--- config.mk ---
export PLATFORM = sky130hd
export DESIGN_NAME = breakout_game_ctrl
export DESIGN_NICKNAME = d
export VERILOG_FILES = /design/src/rtl/breakout_pkg.sv /design/src/rtl/breakout_frame_timer.sv /design/src/rtl/breakout_game_ctrl.sv
export SDC_FILE = /design/constraint.sdc
export NUM_CORES = 1
export LEC_CHECK = 0
export BUFFER_PORTS_ARGS = -buffer_cell sky130_fd_sc_hd__clkbuf_2
export CAP_MARGIN = 40
export CORE_MARGIN = 10
export CORE_UTILIZATION = 50
export DETAILED_ROUTE_END_ITERATION = 10
export PLACE_DENSITY_LB_ADDON = 0.25
export SLEW_MARGIN = 20
export SYNTH_ARGS = -nofsm -noshare
export SYNTH_HDL_FRONTEND = slang
export SYNTH_SLANG_ARGS = --single-unit
--- constraint.sdc ---
create_clock -name clk -period 3.9 [get_ports clk]
set_input_delay 0.195 -clock clk [delete_from_list [all_inputs] [get_ports clk]]
set_output_delay 0.195 -clock clk [all_outputs]
set_load 0.02 [all_outputs]
--- src/rtl/breakout_pkg.sv ---
// Shared types and constants for the breakout game controller.
// Holds the state encoding, datapath widths, full-wall brick count and a saturating add.
package breakout_pkg;

    localparam int unsigned BRICK_COLS  = 19;
    localparam int unsigned BRICK_ROWS  = 7;
    localparam int unsigned BRICKS_FULL = BRICK_COLS * BRICK_ROWS;

    localparam int unsigned SCORE_W  = 16;
    localparam int unsigned LIVES_W  = 3;
    localparam int unsigned LEVEL_W  = 4;
    localparam int unsigned BRICKS_W = 8;
    localparam int unsigned FRAME_W  = 8;
    localparam int unsigned POINTS_W = 4;

    typedef enum logic [2:0] {
        StIdle,
        StArm,
        StRestore,
        StServe,
        StPlay,
        StLost,
        StOver
    } state_e;

    function automatic logic [SCORE_W-1:0] sat_add(input logic [SCORE_W-1:0]  a,
                                                   input logic [POINTS_W-1:0] b);
        logic [SCORE_W:0] sum;
        sum = {1'b0, a} + (SCORE_W + 1)'(b);
        return sum[SCORE_W] ? {SCORE_W{1'b1}} : sum[SCORE_W-1:0];
    endfunction

endpackage

--- src/rtl/breakout_frame_timer.sv ---
// Frame counter for the serve hold: counts frame_start ticks while enabled, clears on request.
// o_expire flags the tick that brings the count up to TERMINAL.
module breakout_frame_timer
    import breakout_pkg::*;
#(
    parameter int unsigned TERMINAL = 60
) (
    input  logic clk,
    input  logic rst_n,
    input  logic i_clear,
    input  logic i_enable,
    input  logic i_tick,
    output logic o_expire
);

    logic [FRAME_W-1:0] r_count;
    logic [FRAME_W:0]   w_next;

    assign w_next   = {1'b0, r_count} + (FRAME_W + 1)'(1);
    assign o_expire = i_enable & i_tick & (w_next >= (FRAME_W + 1)'(TERMINAL));

    always_ff @(posedge clk or negedge rst_n) begin
        if (!rst_n) begin
            r_count <= '0;
        end else if (i_clear) begin
            r_count <= '0;
        end else if (i_enable && i_tick && (r_count != {FRAME_W{1'b1}})) begin
            r_count <= w_next[FRAME_W-1:0];
        end
    end

endmodule

--- src/rtl/breakout_game_ctrl.sv ---
// Breakout game sequencer: wall restore, serve/run gating, score, bricks, lives and level.
// Every output is a register updated one cycle after the event that causes it.
module breakout_game_ctrl
    import breakout_pkg::*;
#(
    parameter int unsigned BRICK_COUNT  = BRICKS_FULL,
    parameter int unsigned START_LIVES  = 3,
    parameter int unsigned SERVE_FRAMES = 60,
    parameter int unsigned POINTS       = 1
) (
    input  logic                clk,
    input  logic                rst_n,
    input  logic                i_frame_start,
    input  logic                i_start_btn,
    input  logic                i_ball_lost,
    input  logic                i_brick_hit_acq,
    output logic                o_restore_brick_wall,
    output logic                o_ball_serve,
    output logic                o_ball_run,
    output logic [SCORE_W-1:0]  o_score,
    output logic [LIVES_W-1:0]  o_lives,
    output logic [LEVEL_W-1:0]  o_level,
    output logic [BRICKS_W-1:0] o_bricks_left,
    output logic                o_game_over
);

    localparam logic [LIVES_W-1:0]  LIVES_INIT  = LIVES_W'(START_LIVES);
    localparam logic [BRICKS_W-1:0] BRICKS_INIT = BRICKS_W'(BRICK_COUNT);
    localparam logic [POINTS_W-1:0] POINTS_V    = POINTS_W'(POINTS);

    state_e              r_state;
    logic                r_start_prev;
    logic                r_restore;
    logic                r_serve;
    logic                r_run;
    logic                r_over;
    logic [SCORE_W-1:0]  r_score;
    logic [LIVES_W-1:0]  r_lives;
    logic [LEVEL_W-1:0]  r_level;
    logic [BRICKS_W-1:0] r_bricks;

    logic w_start_edge;
    logic w_last_brick;
    logic w_timer_clr;
    logic w_timer_en;
    logic w_serve_done;

    assign w_start_edge = i_start_btn & ~r_start_prev;
    assign w_last_brick = i_brick_hit_acq & (r_bricks == BRICKS_W'(1));
    assign w_timer_clr  = ((r_state == StRestore) & i_frame_start) | (r_state == StLost);
    assign w_timer_en   = (r_state == StServe);

    breakout_frame_timer #(
        .TERMINAL (SERVE_FRAMES)
    ) u_frame_timer (
        .clk      (clk),
        .rst_n    (rst_n),
        .i_clear  (w_timer_clr),
        .i_enable (w_timer_en),
        .i_tick   (i_frame_start),
        .o_expire (w_serve_done)
    );

    always_ff @(posedge clk or negedge rst_n) begin
        if (!rst_n) begin
            r_state      <= StIdle;
            r_start_prev <= 1'b0;
            r_restore    <= 1'b0;
            r_serve      <= 1'b0;
            r_run        <= 1'b0;
            r_over       <= 1'b0;
            r_score      <= '0;
            r_lives      <= LIVES_INIT;
            r_level      <= '0;
            r_bricks     <= '0;
        end else begin
            r_start_prev <= i_start_btn;
            case (r_state)
                StIdle, StOver: begin
                    if (w_start_edge) begin
                        r_state <= StArm;
                        r_over  <= 1'b0;
                        r_score <= '0;
                        r_lives <= LIVES_INIT;
                        r_level <= '0;
                    end
                end
                StArm: begin
                    if (i_frame_start) begin
                        r_state   <= StRestore;
                        r_restore <= 1'b1;
                    end
                end
                StRestore: begin
                    if (i_frame_start) begin
                        r_state   <= StServe;
                        r_restore <= 1'b0;
                        r_serve   <= 1'b1;
                        r_bricks  <= BRICKS_INIT;
                    end
                end
                StServe: begin
                    if (w_start_edge || w_serve_done) begin
                        r_state <= StPlay;
                        r_serve <= 1'b0;
                        r_run   <= 1'b1;
                    end
                end
                StPlay: begin
                    if (i_brick_hit_acq) begin
                        r_score <= sat_add(r_score, POINTS_V);
                        if (r_bricks != '0) begin
                            r_bricks <= r_bricks - BRICKS_W'(1);
                        end
                    end
                    // Clearing the wall outranks a coincident ball loss.
                    if (w_last_brick) begin
                        r_state <= StArm;
                        r_run   <= 1'b0;
                        r_level <= r_level + LEVEL_W'(1);
                    end else if (i_ball_lost) begin
                        r_state <= StLost;
                        r_run   <= 1'b0;
                    end
                end
                StLost: begin
                    if (r_lives != '0) begin
                        r_lives <= r_lives - LIVES_W'(1);
                    end
                    if (r_lives <= LIVES_W'(1)) begin
                        r_state <= StOver;
                        r_over  <= 1'b1;
                    end else begin
                        r_state <= StServe;
                        r_serve <= 1'b1;
                    end
                end
                default: begin
                    r_state <= StIdle;
                end
            endcase
        end
    end

    assign o_restore_brick_wall = r_restore;
    assign o_ball_serve         = r_serve;
    assign o_ball_run           = r_run;
    assign o_score              = r_score;
    assign o_lives              = r_lives;
    assign o_level              = r_level;
    assign o_bricks_left        = r_bricks;
    assign o_game_over          = r_over;

endmodule

# Word level (Yosys, flattened, before mapping)
# Cells that the tools add are included.
# op_classes
n_addsub,5
multipliers,0
div,0
magnitude_cmp,2
eq_ne,19
n_shift,0
mux,37
n_bitwise,7
reduce_logical,23
# op_table
op,n
16-bit 2-to-1 mux,3
8-bit 2-to-1 mux,5
16-bit case mux with 2 select lines,1
3-bit 2-to-1 mux,9
3-bit case mux with 6 select lines,1
3-bit AND reduction,6
"16-bit by 1-bit adder with 17-bit output, second input constant",1
"2-bit inequality test, second input constant",8
8-bit case mux with 2 select lines,1
2-bit nonzero test,6
"8-bit by 1-bit adder with 9-bit output, second input constant",1
"3-bit == test, second input constant",3
"9-bit by 6-bit greater-or-equal comparator with 1-bit output, second input constant",1
1-bit 2-to-1 mux,9
"8-bit by 1-bit == test with 1-bit output, second input constant",1
4-bit 2-to-1 mux,2
"8-bit inequality test, second input constant",1
4-bit case mux with 2 select lines,1
4-bit AND reduction,2
8-bit nonzero test,1
"8-bit by 1-bit subtractor with 8-bit output, second input constant",1
"3-bit by 2-bit == test with 1-bit output, second input constant",2
1-bit case mux with 2 select lines,3
3-bit case mux with 2 select lines,1
16 further kinds,23
# word_totals
reg_bits,47
latchBits,0
ramBits,0
romBits,0
word_cells,104
memories,0

# Depth between registers and ports, before layout
# Gate-level depths: netlist of the first run.
# depth
word_depth,6
depth_mapped,8
ltp_nobuf,7

# By module
# From an unflattened synthesis of the first run, not the netlist that was laid out.
# unflattened
cells_unflattened,325
hier_area_um2,2927.8
# modules_own_cells
mod,n_inst,cells_per_inst,area_per_inst_um2,seq_area_each_um2
breakout_game_ctrl,1,269,2391.0,978.4
breakout_frame_timer,1,56,536.8,200.2

# Least setup slack after synthesis of the first run
# Ideal clock, no wire load.
# synth_path
path_type,register to register
startpoint,reg r_bricks[4] (netlist: o_bricks_left[4])
endpoint,reg r_state[2]
setup_ns,0.139
arrival_time_ns,2.268
setup_slack_ns,1.493
path_stages_with_launch,6
n_path_buf,0
path_cell_list,dfrtp_1 > or4_4 > or4_4 > mux2_2 > a2111oi_0 > a311oi_1
# synth_via
elab_chain_cells,4
# synth_rtl
element,line_no,source
from (decl),breakout_game_ctrl.sv:40,logic [BRICKS_W-1:0] r_bricks;
from (signal assigned),breakout_game_ctrl.sv:113,r_bricks <= r_bricks - BRICKS_W'(1);
8-bit by 1-bit == test with 1-bit output (*),breakout_game_ctrl.sv:49,assign w_last_brick = i_brick_hit_acq & (r_bricks == BRICKS_W'(1));
1-bit AND (*),breakout_game_ctrl.sv:49,
3-bit inequality test (no line) / 3-bit 2-to-1 mux (equally long branches),-,
5-bit AND reduction (no line) / 3-bit case mux with 6 select lines (equally long branches),-,
to (signal assigned),breakout_game_ctrl.sv:66,r_state <= StIdle;
to (signal assigned),breakout_game_ctrl.sv:81,r_state <= StArm;
to (signal assigned),breakout_game_ctrl.sv:90,r_state <= StRestore;
to (decl),breakout_game_ctrl.sv:31,state_e r_state;
# Mark *: on every way between the ends. The rest lies on a longest branch, timed or not.
# A chain may end at the register's enable or synchronous reset.

# Worst setup path in the final report of the first run
# Ends and elaborated chain as after synthesis.

==> impl_results.md, run 1 <==
- Status: finished, violations left
- Failing checks: negative hold slack
- CTS Hold Bufs: 0
- Hold Vio Cnt, Final: 36
- Share of cells above drive strength 1: 18.2%
- Final Setup Violations: 0
- NetSw: 0.781 mW
- Worst Hold Class: primary input to async pin
- Final period utilization: 62.6%
- Crit. End Element: flop
- Layout Cells excl Fill: 445
- Die Wd: 96.0 um
- Startpoint Class: flop
- PD cells: 551 nW/um^2
- Setup WS post-layout: 1460 ps
- GRT Overall Usage: 17.0%
- Worst-Skew Late Latency: 310 ps
- DR vias/cell: 6.18
- Die height: 96.0 um
- CTS-repair resized insts: 0
- Placed insts: 437
- # port buffers: 40
- F_max: 410 MHz
- CTS tree: done
- Number of global-route vias before repair: 2603
- FFs w/ async S/R, synth: 100%
- Crit path time final: 2440 ps
- Initial Utilization: 52.1%
- Core footprint: 5540 um^2
- TNS Setup: 0 ps
- Leak Pwr: 1.42 nW
- Crit path buffers/inverters: 0
- Measured slew at the worst slew-check pin: 679 ps
- Maxcap violations: 0
- Worst-path fanout max: 7
- Syn_nets: 349
- DP HPWL: 5.34 mm
- CP Data Required Time: 4080 ps
- Post-Syn Area: 2890 um^2
- Most used cell along the critical path: or4_4
- CP max stage cell: or4_4
- Clock network fraction of design power: 18.4%
- Fin. max-slew vios: 0
- DR WL/cell: 16.7 um
- Yosys warns: 0
- Relative slew slack: 54.3%
- Die area: 9210 um^2
- Worst-path cell chain: or4_4, or4_4, mux2_2, a2111oi_0, a311oi_1
- Synth unique cells: 62
- Pin count of the biggest net entering global routing: 48
- Clock slew at reported path FFs: 90 ps
- CTS max path bufs: 2
- Num rows: 27
- Initial antenna violation count: 0
- Ports: 41
- Synthesized netlist cell count: 335
- Crit path DAT: 2620 ps
- Post-CTS Setup Repair Bufs: 0
- Final wirelength: 7.44 mm
- Logic gate share of total power: 40.0%
- Post-synth EDFFs: 0
- CP peak stage delay: 590 ps
- Remaining Overflow, GRT: 0
- RSZ-0062 raised after global routing: no
- Sequential area share after synthesis: 40.8%
- Number of nets with antenna violations after routing: 0
- Final hold slack: -23.8 ps
- P_int: 0.999 mW
- Root Driver: clkbuf_8
- Clock Sinks: 47
- Antenna diodes: 0
- Delay-heaviest family, CP: simple AND/OR/NAND/NOR gates
- Number of buffers created by CTS: 5
- Vias: 2750
- FF+latch count, synth: 47
- Kind of critical path: flop to flop
- Placer congestion estimate: 0.921
- Worst R2R Path Depth: 5
- Peak VDD IR: 0.291 mV
- Post-place setup slack: 1470 ps
- Main synth FF type: dfrtp_1
- Critical path depth: 5
- Fin nets: 386
- Fill cell count: 520
- 1st-iter DRT viols: 221
- Switching Share: 43.9%
- First-pass iteration count of the detailed router: 7
- Synth-to-layout area growth: 12.0%
- Avg Cell Area, Syn: 8.62 um^2
- Sequential share of power: 41.6%
- H-tree depth: 2
- First-pass GRT wire length: 12.7 mm
- Area of the multi-input gates: 1570 um^2
- Sequential cell area: 1180 um^2
- Clock Skews: 15.9 ps
- Drc violations: 0
[worst paths after layout]
| path | startpoint | end | slack (ps) |
|---|---|---|---|
| max | o_bricks_left[4] | r_state[2] | 1460 |
| max in group asynchronous | rst_n | o_bricks_left[2] | 3510 |
| max reg2reg | o_bricks_left[4] | r_state[2] | 1460 |
| min reg2reg | u_frame_timer.r_count[7] | u_frame_timer.r_count[7] | 540 |
| min | rst_n | o_level[2] | -20 |
| min in group clk | i_start_btn | r_start_prev | 60 |
[layout make-up]
type,instances,area share [%]
inverter,15,1.74
timing repair buffer,44,7.12
multi-input combinational,259,48.7
sequential,47,36.5
clock buffer,7,2.98
tap,72,2.79
clock inverter,1,0.232
[metal layers]
metal / global-route usage, % / share of wire (%)
met5: 0 / 0
met4: 5.41 / 1.1
met3: 3.81 / 6.8
met2: 26.1 / 45
met1: 23.0 / 47
[per-stage QoR]
stage          power, mW  hold WS, ps  utilization (%)  cell area [um^2]
2_1_floorplan       1.26         -101                -              2890
5_1_grt             1.92         30.7             58.3              3230
4_1_cts             1.78        0.224             58.3              3230
3_5_place_dp        1.45          328             56.5              3130
6_report            1.78        -23.8             58.3              3230
3_3_place_gp        1.43          331             56.3              3120
[placed cells by master, fill, tap and decap left out, types with 4 or more instances in the layout]
cell	Yosys	routed
o31ai_1	10	10
a31oi_1	7	7
a21oi_1	25	25
dfrtp_1	45	45
nor3_1	12	12
inv_1	15	15
nor2_1	34	34
o211ai_1	4	4
nand2_1	26	26
buf_4	0	4
o21ai_0	34	34
nand3_1	20	20
nor4_1	4	4
o41ai_1	4	4
clkbuf_2	0	40
clkbuf_8	1	7
nand2b_1	5	5
ha_1	8	8
[cells in the mapped netlist (3+ instances only)]
library cell	n	area [um^2]
o41ai_1	4	35.0
a311oi_1	3	26.3
o22ai_1	3	18.8
a31oi_1	7	43.8
a21oi_1	25	125
o21ai_0	34	170
nor4_1	4	25.0
nand4_1	3	18.8
and3_1	3	18.8
a211oi_1	3	22.5
nor2b_1	3	18.8
nand2b_1	5	31.3
o211ai_1	4	30.0
nor3_1	12	60.1
inv_1	15	56.3
nand3_1	20	100
nor2_1	34	128
dfrtp_1	45	1130
o31ai_1	10	75.1
ha_1	8	100
clkbuf_1	10	37.5
nand2_1	26	97.6
[cells by family (layout without fill, tap and decap cells)]
group           count (synthesis)  after routing  share of synthesized area [%]
fa+ha+maj                       8              8                           3.47
flops                          47             47                           40.8
compound gates                113            113                           25.3
simple gates                  132            132                           23.8
mux                             2              2                          0.737
xor+xnor                        4              4                           1.21
buf+inv                        29             67                           4.68
[power by group through the flow]
stage / clock network [mW] / registers [mW] / logic (mW)
2_1_floorplan: 0 / 0.729 / 0.533
3_3_place_gp: 0 / 0.737 / 0.690
3_5_place_dp: 0 / 0.744 / 0.707
4_1_cts: 0.338 / 0.733 / 0.714
5_1_grt: 0.361 / 0.760 / 0.800
6_report: 0.328 / 0.740 / 0.713
[flip-flops by register name, indices dropped and copies added (netlist names)]
signal	cells
o_restore_brick_wall	1
o_level	4
u_frame_timer.r_count	8
o_ball_serve	1
r_state	3
o_bricks_left	8
o_ball_run	1
o_score	16
o_game_over	1
r_start_prev	1
o_lives	3
(Power assumes the default switching activity.)
==> inputs of run 2 (changes only) <==
==> constraint.sdc (replaced) <==
create_clock -name clk -period 2.05 [get_ports clk]
set_input_delay 0.1025 -clock clk [delete_from_list [all_inputs] [get_ports clk]]
set_output_delay 0.1025 -clock clk [all_outputs]
set_load 0.02 [all_outputs]
==> impl_results.md, run 2 (synthesis results as in run 1) <==
- Post-CTS Setup Repair Bufs: 0
- Synth-to-layout area growth: 22.5%
- R2r setup slk: -160 ps
- Peak VDD IR: 0.685 mV
- Clock Skews: 12.6 ps
- Pin count of the biggest net entering global routing: 28
- Share of cells above drive strength 1: 27.0%
- Initial Utilization: 52.1%
- Core footprint: 5540 um^2
- Sequential cell area: 1180 um^2
- Commonest cells after routing, fill and taps aside: dfrtp_1 (41), clkbuf_2 (40), buf_4 (36)
- Clock Sinks: 47
- RSZ-0062 raised after global routing: yes
- Worst Hold Class: primary input to flop
- Most common cell after layout, fill and taps aside: dfrtp_1
- Largest register FFs: 16
- Startpoint Class: flop
- Leak Pwr: 1.59 nW
- Setup WS post-layout: -158 ps
- PD cells: 1010 nW/um^2
- CTS tree: done
- Relative slew slack: 55.8%
- Drc violations: 0
- Initial antenna violation count: 0
- Fill cell count: 485
- Remaining Overflow, GRT: 0
- Root Driver: clkbuf_8
- Post-place setup slack: -154 ps
- 1st-iter DRT viols: 208
- First-pass GRT wire length: 13.2 mm
- Antenna diodes: 0
- DR vias/cell: 6.09
- Maxcap violations: 0
- Measured slew at the worst slew-check pin: 657 ps
- Worst-Skew Late Latency: 300 ps
- Vias: 2921
- Number of global-route vias before repair: 2749
- Failing checks: negative setup slack
- Number of buffers created by CTS: 5
- Placer congestion estimate: 0.964
- Number of nets with antenna violations after routing: 0
- First-pass iteration count of the detailed router: 5
- DR WL/cell: 16.5 um
- Kind of critical path: flop to flop
- F_max: 453 MHz
- TNS Setup: -158 ps
- Die area: 9210 um^2
- # port buffers: 40
- Crit path time final: 2210 ps
- Worst-path fanout max: 3
- Fin. max-slew vios: 0
- Die height: 96.0 um
- Final Setup Violations: 1
- Final wirelength: 7.92 mm
- GRT Overall Usage: 17.7%
- Hold Vio Cnt, Final: 0
- Crit. End Element: flop
- Clock slew at reported path FFs: 90 ps
- Fin nets: 421
- Final period utilization: 108%
- DP HPWL: 6.00 mm
- Status: finished, violations left
- Crit path DAT: 2400 ps
- Num rows: 27
- H-tree depth: 2
- Area of the multi-input gates: 1620 um^2
- Die Wd: 96.0 um
- Ports: 41
- CP Data Required Time: 2240 ps
- CTS max path bufs: 2
[run 2: cell type report]
cell class | count | share of cell area [%]
sequential | 47 | 33.5
multi-input combinational | 259 | 45.7
timing repair buffer | 79 | 14.4
tap | 72 | 2.55
clock inverter | 1 | 0.141
inverter | 15 | 1.59
clock buffer | 7 | 2.16
[run 2: path summary, 6_finish.rpt]
check | end | from | cells past startpoint
max | r_state[2] | o_bricks_left[5] | 5
min | o_ball_run | i_ball_lost | 3
max reg2reg | r_state[2] | o_bricks_left[5] | 5
min reg2reg | u_frame_timer.r_count[5] | u_frame_timer.r_count[5] | 1
max in group asynchronous | o_lives[1] | rst_n | 3
min in group asynchronous | o_restore_brick_wall | rst_n | 2
[run 2: per-layer routing]
layer | up-vias | global-route usage (%) | wire length, um
li1 | 1394 | - | -
met1 | 1411 | 25.3 | 3620
met2 | 103 | 26.4 | 3670
met3 | 13 | 3.66 | 520
met4 | 0 | 5.16 | 110
met5 | - | 0 | 0
[run 2: what timing repair did]
item | CTS | global route
gates resized for setup | 1 | 3
endpoints found under the hold margin | 21 | 0
endpoints found under the setup margin | 3 | 7
pin swaps | 0 | 1
hold buffers | 2 | 0
[run 2: per-stage QoR]
step | utilization [%] | hold slack [ps] | instances | total power, mW | cell area, um^2
finish | 63.8 | 176 | 480 | 3.58 | 3540
global route | 63.8 | 195 | 480 | 3.85 | 3540
CTS | 63.6 | 166 | 480 | 3.58 | 3520
detailed placement | 61.7 | 126 | 470 | 3.01 | 3420
global placement | 61.7 | 125 | 470 | 2.97 | 3420
floorplan | - | -193 | 335 | 2.44 | 2920
[run 2: worst max-delay path: stages, from the launching register on]
cell and delay (ps):
dfrtp_2 410, or4_4 530, or4_4 450, mux2_2 280
a2111oi_2 360, a311oi_1 70
[run 2: power by group]
group	total, mW	switching, mW	leakage (nW)	internal (mW)
sequential	1.25	0.155	0.606	1.10
combinational	1.78	1.08	0.938	0.693
clock	0.551	0.311	0.0422	0.240
total	3.58	1.55	1.59	2.03
